--- src/rtl/vga_wb_arb.sv ---
// Two-master Wishbone arbiter: registered round-robin grant, combinational slave mux.
// Optional watchdog enabled by the macro VGA_WB_ARB_TIMEOUT_EN.
module vga_wb_arb #(
  parameter int TIMEOUT = 255
) (
  input  logic        wb_clk_i,
  input  logic        rst_nreset_i,
  input  logic [31:2] m0_adr_i,
  input  logic [31:0] m0_dat_i,
  output logic [31:0] m0_dat_o,
  input  logic [3:0]  m0_sel_i,
  input  logic        m0_we_i,
  input  logic        m0_stb_i,
  input  logic        m0_cyc_i,
  input  logic        m0_cab_i,
  output logic        m0_ack_o,
  output logic        m0_err_o,
  input  logic [31:2] m1_adr_i,
  input  logic [31:0] m1_dat_i,
  output logic [31:0] m1_dat_o,
  input  logic [3:0]  m1_sel_i,
  input  logic        m1_we_i,
  input  logic        m1_stb_i,
  input  logic        m1_cyc_i,
  input  logic        m1_cab_i,
  output logic        m1_ack_o,
  output logic        m1_err_o,
  output logic [31:2] s_adr_o,
  output logic [31:0] s_dat_o,
  output logic [3:0]  s_sel_o,
  output logic        s_we_o,
  output logic        s_stb_o,
  output logic        s_cyc_o,
  output logic        s_cab_o,
  input  logic [31:0] s_dat_i,
  input  logic        s_ack_i,
  input  logic        s_err_i,
  output logic [1:0]  gnt_o,
  output logic        arb_to_o
);

  typedef enum logic [1:0] {IDLE, OWN0, OWN1} state_e;

  state_e state_q, state_d;
  logic   last_q, last_d;
  logic   stb_raw;
  logic   expire;

  always_ff @(posedge wb_clk_i or negedge rst_nreset_i) begin
    if (!rst_nreset_i) begin
      state_q <= IDLE;
      last_q  <= 1'b1;
    end else begin
      state_q <= state_d;
      last_q  <= last_d;
    end
  end

  // Ties go to whichever master did not own the bus last.
  always_comb begin
    state_d = state_q;
    last_d  = last_q;
    case (state_q)
      IDLE: begin
        if (m0_cyc_i && m1_cyc_i) state_d = last_q ? OWN0 : OWN1;
        else if (m0_cyc_i)        state_d = OWN0;
        else if (m1_cyc_i)        state_d = OWN1;
      end
      OWN0: if (!m0_cyc_i) begin
        state_d = IDLE;
        last_d  = 1'b0;
      end
      OWN1: if (!m1_cyc_i) begin
        state_d = IDLE;
        last_d  = 1'b1;
      end
      default: state_d = IDLE;
    endcase
  end

  assign gnt_o = {state_q == OWN1, state_q == OWN0};

  always_comb begin
    s_adr_o = '0;
    s_dat_o = '0;
    s_sel_o = '0;
    s_we_o  = 1'b0;
    s_cyc_o = 1'b0;
    s_cab_o = 1'b0;
    stb_raw = 1'b0;
    case (state_q)
      OWN0: begin
        s_adr_o = m0_adr_i;
        s_dat_o = m0_dat_i;
        s_sel_o = m0_sel_i;
        s_we_o  = m0_we_i;
        s_cyc_o = m0_cyc_i;
        s_cab_o = m0_cab_i;
        stb_raw = m0_stb_i;
      end
      OWN1: begin
        s_adr_o = m1_adr_i;
        s_dat_o = m1_dat_i;
        s_sel_o = m1_sel_i;
        s_we_o  = m1_we_i;
        s_cyc_o = m1_cyc_i;
        s_cab_o = m1_cab_i;
        stb_raw = m1_stb_i;
      end
      default: ;
    endcase
  end

`ifdef VGA_WB_ARB_TIMEOUT_EN
  localparam logic [7:0] TO_LIM = 8'(TIMEOUT);

  logic [7:0] cnt_q, cnt_d;
  logic       stall;

  assign stall  = stb_raw & ~s_ack_i & ~s_err_i;
  assign expire = stall & (cnt_q == TO_LIM);

  always_comb begin
    cnt_d = '0;
    if (stall && !expire) cnt_d = cnt_q + 8'd1;
  end

  always_ff @(posedge wb_clk_i or negedge rst_nreset_i) begin
    if (!rst_nreset_i) cnt_q <= '0;
    else               cnt_q <= cnt_d;
  end
`else
  logic unused_timeout;
  assign unused_timeout = ^8'(TIMEOUT);
  assign expire         = 1'b0;
`endif

  assign s_stb_o  = stb_raw & ~expire;
  assign arb_to_o = expire;
  assign m0_dat_o = s_dat_i;
  assign m1_dat_o = s_dat_i;
  assign m0_ack_o = s_ack_i & gnt_o[0];
  assign m1_ack_o = s_ack_i & gnt_o[1];
  assign m0_err_o = (s_err_i | expire) & gnt_o[0];
  assign m1_err_o = (s_err_i | expire) & gnt_o[1];

endmodule

--- config.mk ---
export PLATFORM = sky130hd
export DESIGN_NAME = vga_wb_arb
export DESIGN_NICKNAME = d
export VERILOG_FILES = /design/src/rtl/vga_wb_arb.sv
export SDC_FILE = /design/constraint.sdc
export NUM_CORES = 1
export LEC_CHECK = 0
export ABC_AREA = 1
export CAP_MARGIN = 15
export CELL_PAD_IN_SITES_DETAIL_PLACEMENT = 0
export CELL_PAD_IN_SITES_GLOBAL_PLACEMENT = 2
export CORE_MARGIN = 4
export CORE_UTILIZATION = 10
export DETAILED_ROUTE_END_ITERATION = 10
export PLACE_DENSITY_LB_ADDON = 0.12
export SLEW_MARGIN = 40
export SYNTH_ARGS = -nofsm -noshare
export SYNTH_HDL_FRONTEND = slang
export SYNTH_SLANG_ARGS = --single-unit
--- constraint.sdc ---
create_clock -name wb_clk_i -period 1.9 [get_ports wb_clk_i]
set_clock_uncertainty 0.1 [all_clocks]
set_input_delay 0.475 -clock wb_clk_i [delete_from_list [all_inputs] [get_ports wb_clk_i]]
set_output_delay 0.475 -clock wb_clk_i [all_outputs]
set_load 0.03 [all_outputs]
Yosys cells after proc, flatten, opt, wreduce, memory -nomap -nowiden
Cells that the tools add are included.
{ "op_classes": {"n_eq_ne": 5, "muxes": 17, "bitwise_logic": 4, "reduce_logical": 5} }
{ "op_table": {"columns": ["cell", "count"], "rows": [
  ["one-hot mux 32 bit (2 select lines)", 1],
  ["one-hot mux 30 bit (2 select lines)", 1],
  ["2-to-1 mux 2 bit", 6],
  ["one-hot mux 1 bit (2 select lines)", 5],
  ["one-hot mux 4 bit (2 select lines)", 1],
  ["one-hot mux 2 bit (3 select lines)", 1],
  ["AND reduction 3 bit", 2],
  ["bitwise AND 1 bit", 4],
  ["inequality test 2 bit (second input constant)", 2],
  ["inequality test 4 bit (second input constant)", 1],
  ["equality test 2 x 1 -> 1 bit (second input constant)", 1],
  ["equality test 2 bit (second input constant)", 1],
  ["zero test 2 bit", 1],
  ["2-to-1 mux 1 bit", 2],
  ["nonzero test 2 bit", 1],
  ["logical AND 1 bit", 1]
]} }
{ "word_totals": {"regBits": 3, "input_bits": 176, "elab_cells": 33} }

Longest topological paths before layout
Gate-level depths: netlist (run 1).
{ "logic_depth": {"depth_word": 4, "depth_mapped": 8, "mapped_depth_nobuf": 8} }

Least setup slack after synthesis (run 1)
Ideal clock, no wire load.
{ "synth_timing": {"path_type": "register -> output", "start": "register state_q[0]", "end": "output port s_adr_o[24] (netlist bit)", "arrival_ps": 1533, "required_ps": 1325, "path_slack_ps": -208, "stages_incl_launch_ff": 8, "path_cell_list": "dfrtp_1 > inv_1 > ha_1 > buf_4 > buf_6 > buf_6 > nand2_1 > a21oi_1"} }
{ "synth_between": {"elab_chain_cells": 2} }
{ "synth_lines": {"columns": ["item", "line_no", "source"], "rows": [
  ["start: declaration", "44", "state_e state_q, state_d;"],
  ["start signal: assignment", "54", "state_q <= state_d;"],
  ["equality test 2 bit or equality test 2 x 1 -> 1 bit (tied branches)", "91", "case (state_q)"],
  ["one-hot mux 30 bit (2 select lines) *", "91", null],
  ["end: declaration", "28", "output logic [31:2] s_adr_o,"]
]} }
Every way passes the cells marked *; elsewhere a longest branch is shown, timed or not.

Worst setup path after layout (run 1)
{ "layout_timing": {"start": "register state_q[0]", "end": "output port s_dat_o[18]"} }
{ "layout_between": {"elab_chain_cells": 2} }
{ "layout_lines": {"columns": ["item", "line_no", "source"], "rows": [
  ["equality test 2 bit or equality test 2 x 1 -> 1 bit (tied branches)", "91", null],
  ["one-hot mux 32 bit (2 select lines) *", "91", null],
  ["end: declaration", "29", "output logic [31:0] s_dat_o,"]
]} }
Marks and branches as above.

==> results of run 1 <==
## timing repair
action / in CTS / in global routing
gates cloned: 4 / 8
setup endpoints to repair: 75 / 75
endpoints found under the hold margin: 0 / 0
pin swaps: 9 / 25
gates resized for setup: 67 / 111
buffers inserted: 7 / 5
## cell families (layout without fill, tap and decap cells)
| family | Yosys count | after routing | synth area share, % |
|---|---|---|---|
| other cells | 1 | 1 | 0.2086 |
| compound gates | 72 | 72 | 20.25 |
| flops | 3 | 3 | 4.245 |
| fa+ha+maj | 5 | 5 | 3.479 |
| simple gates | 163 | 163 | 34.03 |
| buf+inv | 100 | 276 | 37.79 |
## worst max path at each step
| stage | start | end | slack [ns] | depth (start not counted) |
|---|---|---|---|---|
| floorplan | state_q[0] | s_dat_o[12] | -0.15 | 5 |
| global placement | m0_cyc_i | s_cyc_o | -0.09 | 6 |
| detailed placement | state_q[1] | s_stb_o | -0.09 | 6 |
| CTS | state_q[0] | s_adr_o[17] | -0.29 | 9 |
| global route | state_q[0] | s_dat_o[18] | -0.34 | 8 |
| finish | state_q[0] | s_dat_o[18] | -0.29 | 8 |
## through the flow
stage | setup TNS, ns | setup WS, ns | area (um^2) | util (%) | power [W]
2_1_floorplan | -7.171 | -0.1510 | 2022 | - | 0.002961
3_3_place_gp | -3.743 | -0.09011 | 3951 | 22.61 | 0.004644
3_5_place_dp | -4.040 | -0.08626 | 3951 | 22.61 | 0.004608
4_1_cts | -17.43 | -0.2948 | 4431 | 25.35 | 0.005761
5_1_grt | -22.20 | -0.3437 | 5040 | 28.84 | 0.007178
6_report | -16.60 | -0.2914 | 5040 | 28.84 | 0.006753
## synth_stat cells, drive strengths merged
| master | count | share of area [%] |
|---|---|---|
| nand2 | 157 | 33 |
| buf | 83 | 34 |
| a21oi | 72 | 20 |
| inv | 11 | 2.3 |
| clkbuf | 6 | 1.3 |
| nor2 | 6 | 1.3 |
| ha | 5 | 3.5 |
| dfrtp | 2 | 2.8 |
| conb | 1 | 0.21 |
| dfstp | 1 | 1.5 |
## per-layer routing
metal / part of all wire [%] / up-vias / GRT usage [%]
met1: 37 / 1217 / 11.15
met5: 0 / - / 0
met2: 54 / 127 / 18.53
met3: 7.8 / 17 / 2.285
li1: - / 1363 / -
met4: 1.2 / 0 / 1.869
## layout make-up
cell class / count / area share (%)
well taps: 225 / 5.586
flip-flops and latches: 3 / 1.514
multi-input cells: 241 / 32.15
inverters: 11 / 0.9682
clock buffers: 4 / 1.564
repair buffers: 261 / 58.22
## flip-flops by register name, summed over array words and instances, names as in the netlist
signal   cells
state_q      2
last_q       1
## power by group through the flow
stage | combinational [W] | clock (W) | sequential [W]
global route | 0.00672 | 0.000342 | 0.000118
global placement | 0.00453 | 0 | 0.000113
finish | 0.00630 | 0.000333 | 0.000115
detailed placement | 0.00449 | 0 | 0.000113
floorplan | 0.00284 | 0 | 0.000116
CTS | 0.00531 | 0.000336 | 0.000116
## cells in the final DEF (no fill, tap or decap)
cell type,Yosys,layout
a21oi_1,71,5
a21oi_2,1,58
a21oi_4,0,9
buf_12,0,8
buf_16,0,6
buf_4,75,26
buf_6,2,69
buf_8,0,2
clkbuf_1,6,1
clkbuf_16,0,10
clkdlybuf4s50_1,0,143
conb_1,1,1
dfrtp_1,2,2
dfstp_2,1,1
ha_1,5,1
ha_4,0,4
inv_1,10,3
inv_2,1,7
inv_8,0,1
nand2_1,157,109
nand2_2,0,30
nand2_4,0,18
nor2_1,6,5
nor2_2,0,1
## worst reg2reg max path: stages (launching register included)
cell	delay (ns)
dfrtp_1	0.38
inv_2	0.11
buf_4	0.11
ha_1	0.19
nand2_1	0.10
nand2_2	0.08
inv_2	0.04
buf_4	0.12
buf_4	0.12
nand2_1	0.07
nand2_1	0.06
nand2_1	0.07
==> impl_results.md, run 1 <==
- Status: complete, but fails checks
- Failing checks: setup timing
- Final Max Tran Viols: 0
- Die H: 142.1 um
- Final setup fails: 75
- Period utilisation layout: 115.3%
- Post-Syn Nets: 525
- Final hold vios: 0
- WL final: 11,670 um
- Crit path DAT: 1.62 ns
- IO Pins: 317
- CP dominant cell by count: buf_6
- Reg2reg start: state_q[1]
- Grt total ovfl: 0
- Clock Power Share: 4.9%
- Cells after synthesis: 344
- Leakage power: 1.957 nW
- Sink Count: 3
- Share of layout cells above drive strength 1: 48.08%
- Layout fillers: 1,883
- Max H-tree Level: 1
- Logic pwr share: 93.4%
- R2R setup slack: between 0.2 and 0.3 ns
- CP Buf/Inv Count: 5
- Slowest CP cell: dfrtp_1
- RSZ-0062 raised after global routing: true
- Hpwl dp: 8069 um
- Largest net degree at the start of global routing: 32
- Inserted Clock Buffers: 3
- Routed len/inst: roughly 16 um
- Setup crit start kind: flip-flop
- Int Pwr: approximately 0.0033 W
- Antenna violations before repair: 0
- Vias per inst: 3.656
- Worst vdd ir: 0.4988 mV
- Crit-path max cell delay: 0.38 ns
- Cell family with most CP delay: buffers and inverters
- Number of synthesized register bits: 3
- Psw: 0.003477 W
- Synth Area per Inst: 5.227 um^2
- Nets: between 700 and 800
- Mapped cell area: 1798 um^2
- R2r endpoint: state_q[1]
- Via count: 2,724
- Switching Share: 51.48%
- YS warnings: 0
- Crit-path cells: inv_2 -> buf_6 -> ha_4 -> buf_12 -> clkbuf_16 -> nand2_1 -> a21oi_2 -> buf_6
- Vias in the first global route: 2,846
- Crit path capture type: output port
- Rows: 48
- Critical Path RT: 1.32 ns
- Area of the multi-input gates: 1620 um^2
- Worst-path clk slew: 0.03 ns
- Hold Crit Class: in -> async
- Seq pwr share: 1.7%
- Routability congestion estimate: between 0.7 and 0.8
- Core area: 17,480 um^2
- Worst-case clock buffer depth: 2
- GRT Resource Usage Total: 9.777%
- Antenna viol nets, final: 0
- CTS Hold Bufs: 0
- Die area: 20,190 um^2
- Setup CP Type: reg -> out
- First-pass GRT wire length: 15,810 um
- Number of I/O port buffers: 219
- CTS tree: built
- N_diodes: 0
- Fin Hold WS: 0.3346 ns
- Root Buffer: clkbuf_16
- Placed Instances: a little over 700
- Seq. cell area: 76.32 um^2
- Fmax: 0.4563 GHz
- Cell Count, Final, Fillers Out: 745
- Drc violations: 0
- Die width: 142.1 um
- Worst r2r path cells: 11
- P&R area growth vs syn: 180.3%
- Register area share after synthesis: ~4.2%
- MaxCap Viol Count: 0
- Setup ws final: -0.2914 ns
- Initial Util: between 10% and 20%
- CP Max Fanout: 7
- Clk_lat worst skew: 0.22 ns
- Library cells used by synthesis: 14
- Initial drt markers: 39
- Crit path time final: 2.191 ns
- Power Density: between 1000 and 1500 nW/um^2
- Pre-antenna DRT Iters: 4
Power figures use the tool's default switching activity.
==> inputs of run 2 (changes only) <==
PLACE_DENSITY = 0.95   (was default)
PLACE_DENSITY_LB_ADDON = default   (was 0.12)
==> run 2 against run 1 <==
  * The run still ends with setup timing left
  * Non-clock buffer count shrank 6
  * Power fell by 6.9%
  * Hold slack gained 0.012 ns
  * Register-to-register slack better by 0.10 ns
  * Sequential cell count unchanged
  * Core utilization shrank 0.62 points
  * Via count up 3.6%
  * Largest power group unchanged
  * Highest routed layer unchanged
==> impl_results.md, run 2 (synthesis gave the netlist of run 1 again) <==
- Status: complete, but fails checks
- Failing checks: setup timing
- Crit-path max cell delay: 0.38 ns
- Sink Count: 3
- Largest net degree at the start of global routing: 22
- Worst-case clock buffer depth: 2
- Most common cell after layout, fill and taps aside: clkdlybuf4s50_1
- Routability congestion estimate: between 0.7 and 0.8
- Drc violations: 0
- Worst vdd ir: around 0.6 mV
- Clk_lat worst skew: 0.23 ns
- Grt total ovfl: 0
- RSZ-0062 raised after global routing: true
- Max layer used: met4
- Routed len/inst: 15.71 um
- MaxCap Viol Count: 0
- CP Max Fanout: 5
- Core area: 17,480 um^2
- Total negative slack: -14.72 ns
- Setup crit start kind: flip-flop
- Initial Util: roughly a tenth
- Largest Register: state_q
- Most frequent cells in the layout: 143 x clkdlybuf4s50_1, 113 x nand2_1, 72 x buf_6
- Post-Place Cell Area: between 3000 and 4000 um^2
- P&R area growth vs syn: 174.3%
- Via count: 2,822
- Crit path capture type: output port
- Hold Crit Class: in -> async
- Pre-CTS setup slack: -0.09988 ns
- Final Max Tran Viols: 0
- Critical path endpoint: s_stb_o
- Crit-path cells: inv_2 -> ha_4 -> buf_8 -> clkbuf_16 -> nand2_1 -> a21oi_2 -> buf_6
- Fmax: between 0.4 and 0.5 GHz
- Number of I/O port buffers: 219
- Critical Path RT: 1.32 ns
- CTS tree: built
- Slowest CP cell: dfrtp_1
- Worst path depth: 7
- Power Density: 1275 nW/um^2
- Final setup fails: 73
- Share of layout cells above drive strength 1: a little under half
- DRT met1 WL: around 4300 um
- Pre-antenna DRT Iters: 4
- Hpwl dp: 7508 um
- Util after Layout: between 20% and 30%
- CP startpoint: state_q[1]
- Regs by FF count: state_q x2, last_q x1
- Max H-tree Level: 1
- Vias per inst: 3.819
- Max reg flops: 2
- CP Buf/Inv Count: 4
- Final hold vios: 0
- Antenna viol nets, final: 0
- IO Pins: 317
- Die H: roughly 140 um
- Rows: 48
- R2R setup slack: 0.39 ns
- Cell family with most CP delay: buffers and inverters
- Die area: 20,190 um^2
- Leakage power: between 1.5 and 2 nW
- Worst r2r path cells: 10
- Initial drt markers: 51
- GRT Resource Usage Total: 9.670%
- CTS Hold Bufs: 0
- Antenna violations before repair: 0
- Root Buffer: clkbuf_16
- N_diodes: 0
- Die width: 142.1 um
- Setup CP Type: reg -> out
- Fin Hold WS: between 0.3 and 0.4 ns
- Vias in the first global route: 2,879
- Period utilisation layout: 112.8%
- WL met3: 1177 um
- Nets: 696
- Reg2reg start: state_q[1]
- Inserted Clock Buffers: 3
- Finished Cell Area: 4931 um^2
- WL final: between 10,000 and 15,000 um
- Crit path DAT: 1.57 ns
- Met2 routed WL: 5880 um
- Setup ws final: -0.2437 ns
- R2r endpoint: state_q[1]
- Worst-path clk slew: 0.03 ns
- Crit path time final: 2.144 ns
- First-pass GRT wire length: between 15,000 and 20,000 um
-- run 2: cell count changes in the layout (fill, tap and decap cells not counted), moves of 4 or more --
cell	change
buf_12	+6
buf_16	-4
buf_4	-8
inv_1	+4
inv_2	-4
nand2_1	+4
nand2_2	+4
nand2_4	-8
-- run 2: metrics by stage --
step,cells,total power [W]
2_1_floorplan,344,0.002961
3_3_place_gp,715,0.004404
3_5_place_dp,715,0.004399
4_1_cts,731,0.006028
5_1_grt,739,0.006704
6_report,739,0.006287
-- run 2: final cells by class --
type	count	area (um^2)
timing repair buffer	255	2853
clock buffer	4	78.83
fill	1862	12550
tap	225	281.5
multi-input combinational	241	1588
inverter	11	53.80
sequential	3	76.32
-- run 2: metal layers --
metal,global-route usage (%),up-vias
met2,18.51,180
li1,-,1348
met3,3.024,25
met4,2.626,0
met5,0,-
met1,10.11,1269
-- run 2: where the power goes --
| part | total [W] | internal, W | switching (W) |
|---|---|---|---|
| registers | 0.000114 | 0.0000973 | 0.0000167 |
| logic | 0.00583 | 0.00256 | 0.00327 |
| clock network | 0.000339 | 0.000277 | 0.0000613 |
| total | 0.00629 | 0.00294 | 0.00335 |
-- run 2: what timing repair did --
| action | 4_1_cts | 5_1_grt |
|---|---|---|
| cloned | 6 | 7 |
| resized for setup | 99 | 65 |
| endpoints found under the setup margin | 73 | 75 |
| pin swaps | 2 | 38 |
| setup buffers | 6 | 5 |
| hold endpoints to repair | 0 | 0 |
-- run 2: worst min path at each step --
| stage | from | endpoint | slack, ns | cells after the start |
|---|---|---|---|---|
| 6_report | rst_nreset_i | state_q[0] | 0.35 | 1 |
| 4_1_cts | rst_nreset_i | state_q[0] | 0.35 | 1 |
| 2_1_floorplan | rst_nreset_i | state_q[0] | 0.08 | 0 |
| 3_3_place_gp | last_q | last_q | 0.44 | 2 |
| 5_1_grt | rst_nreset_i | state_q[0] | 0.35 | 1 |
| 3_5_place_dp | last_q | last_q | 0.44 | 2 |
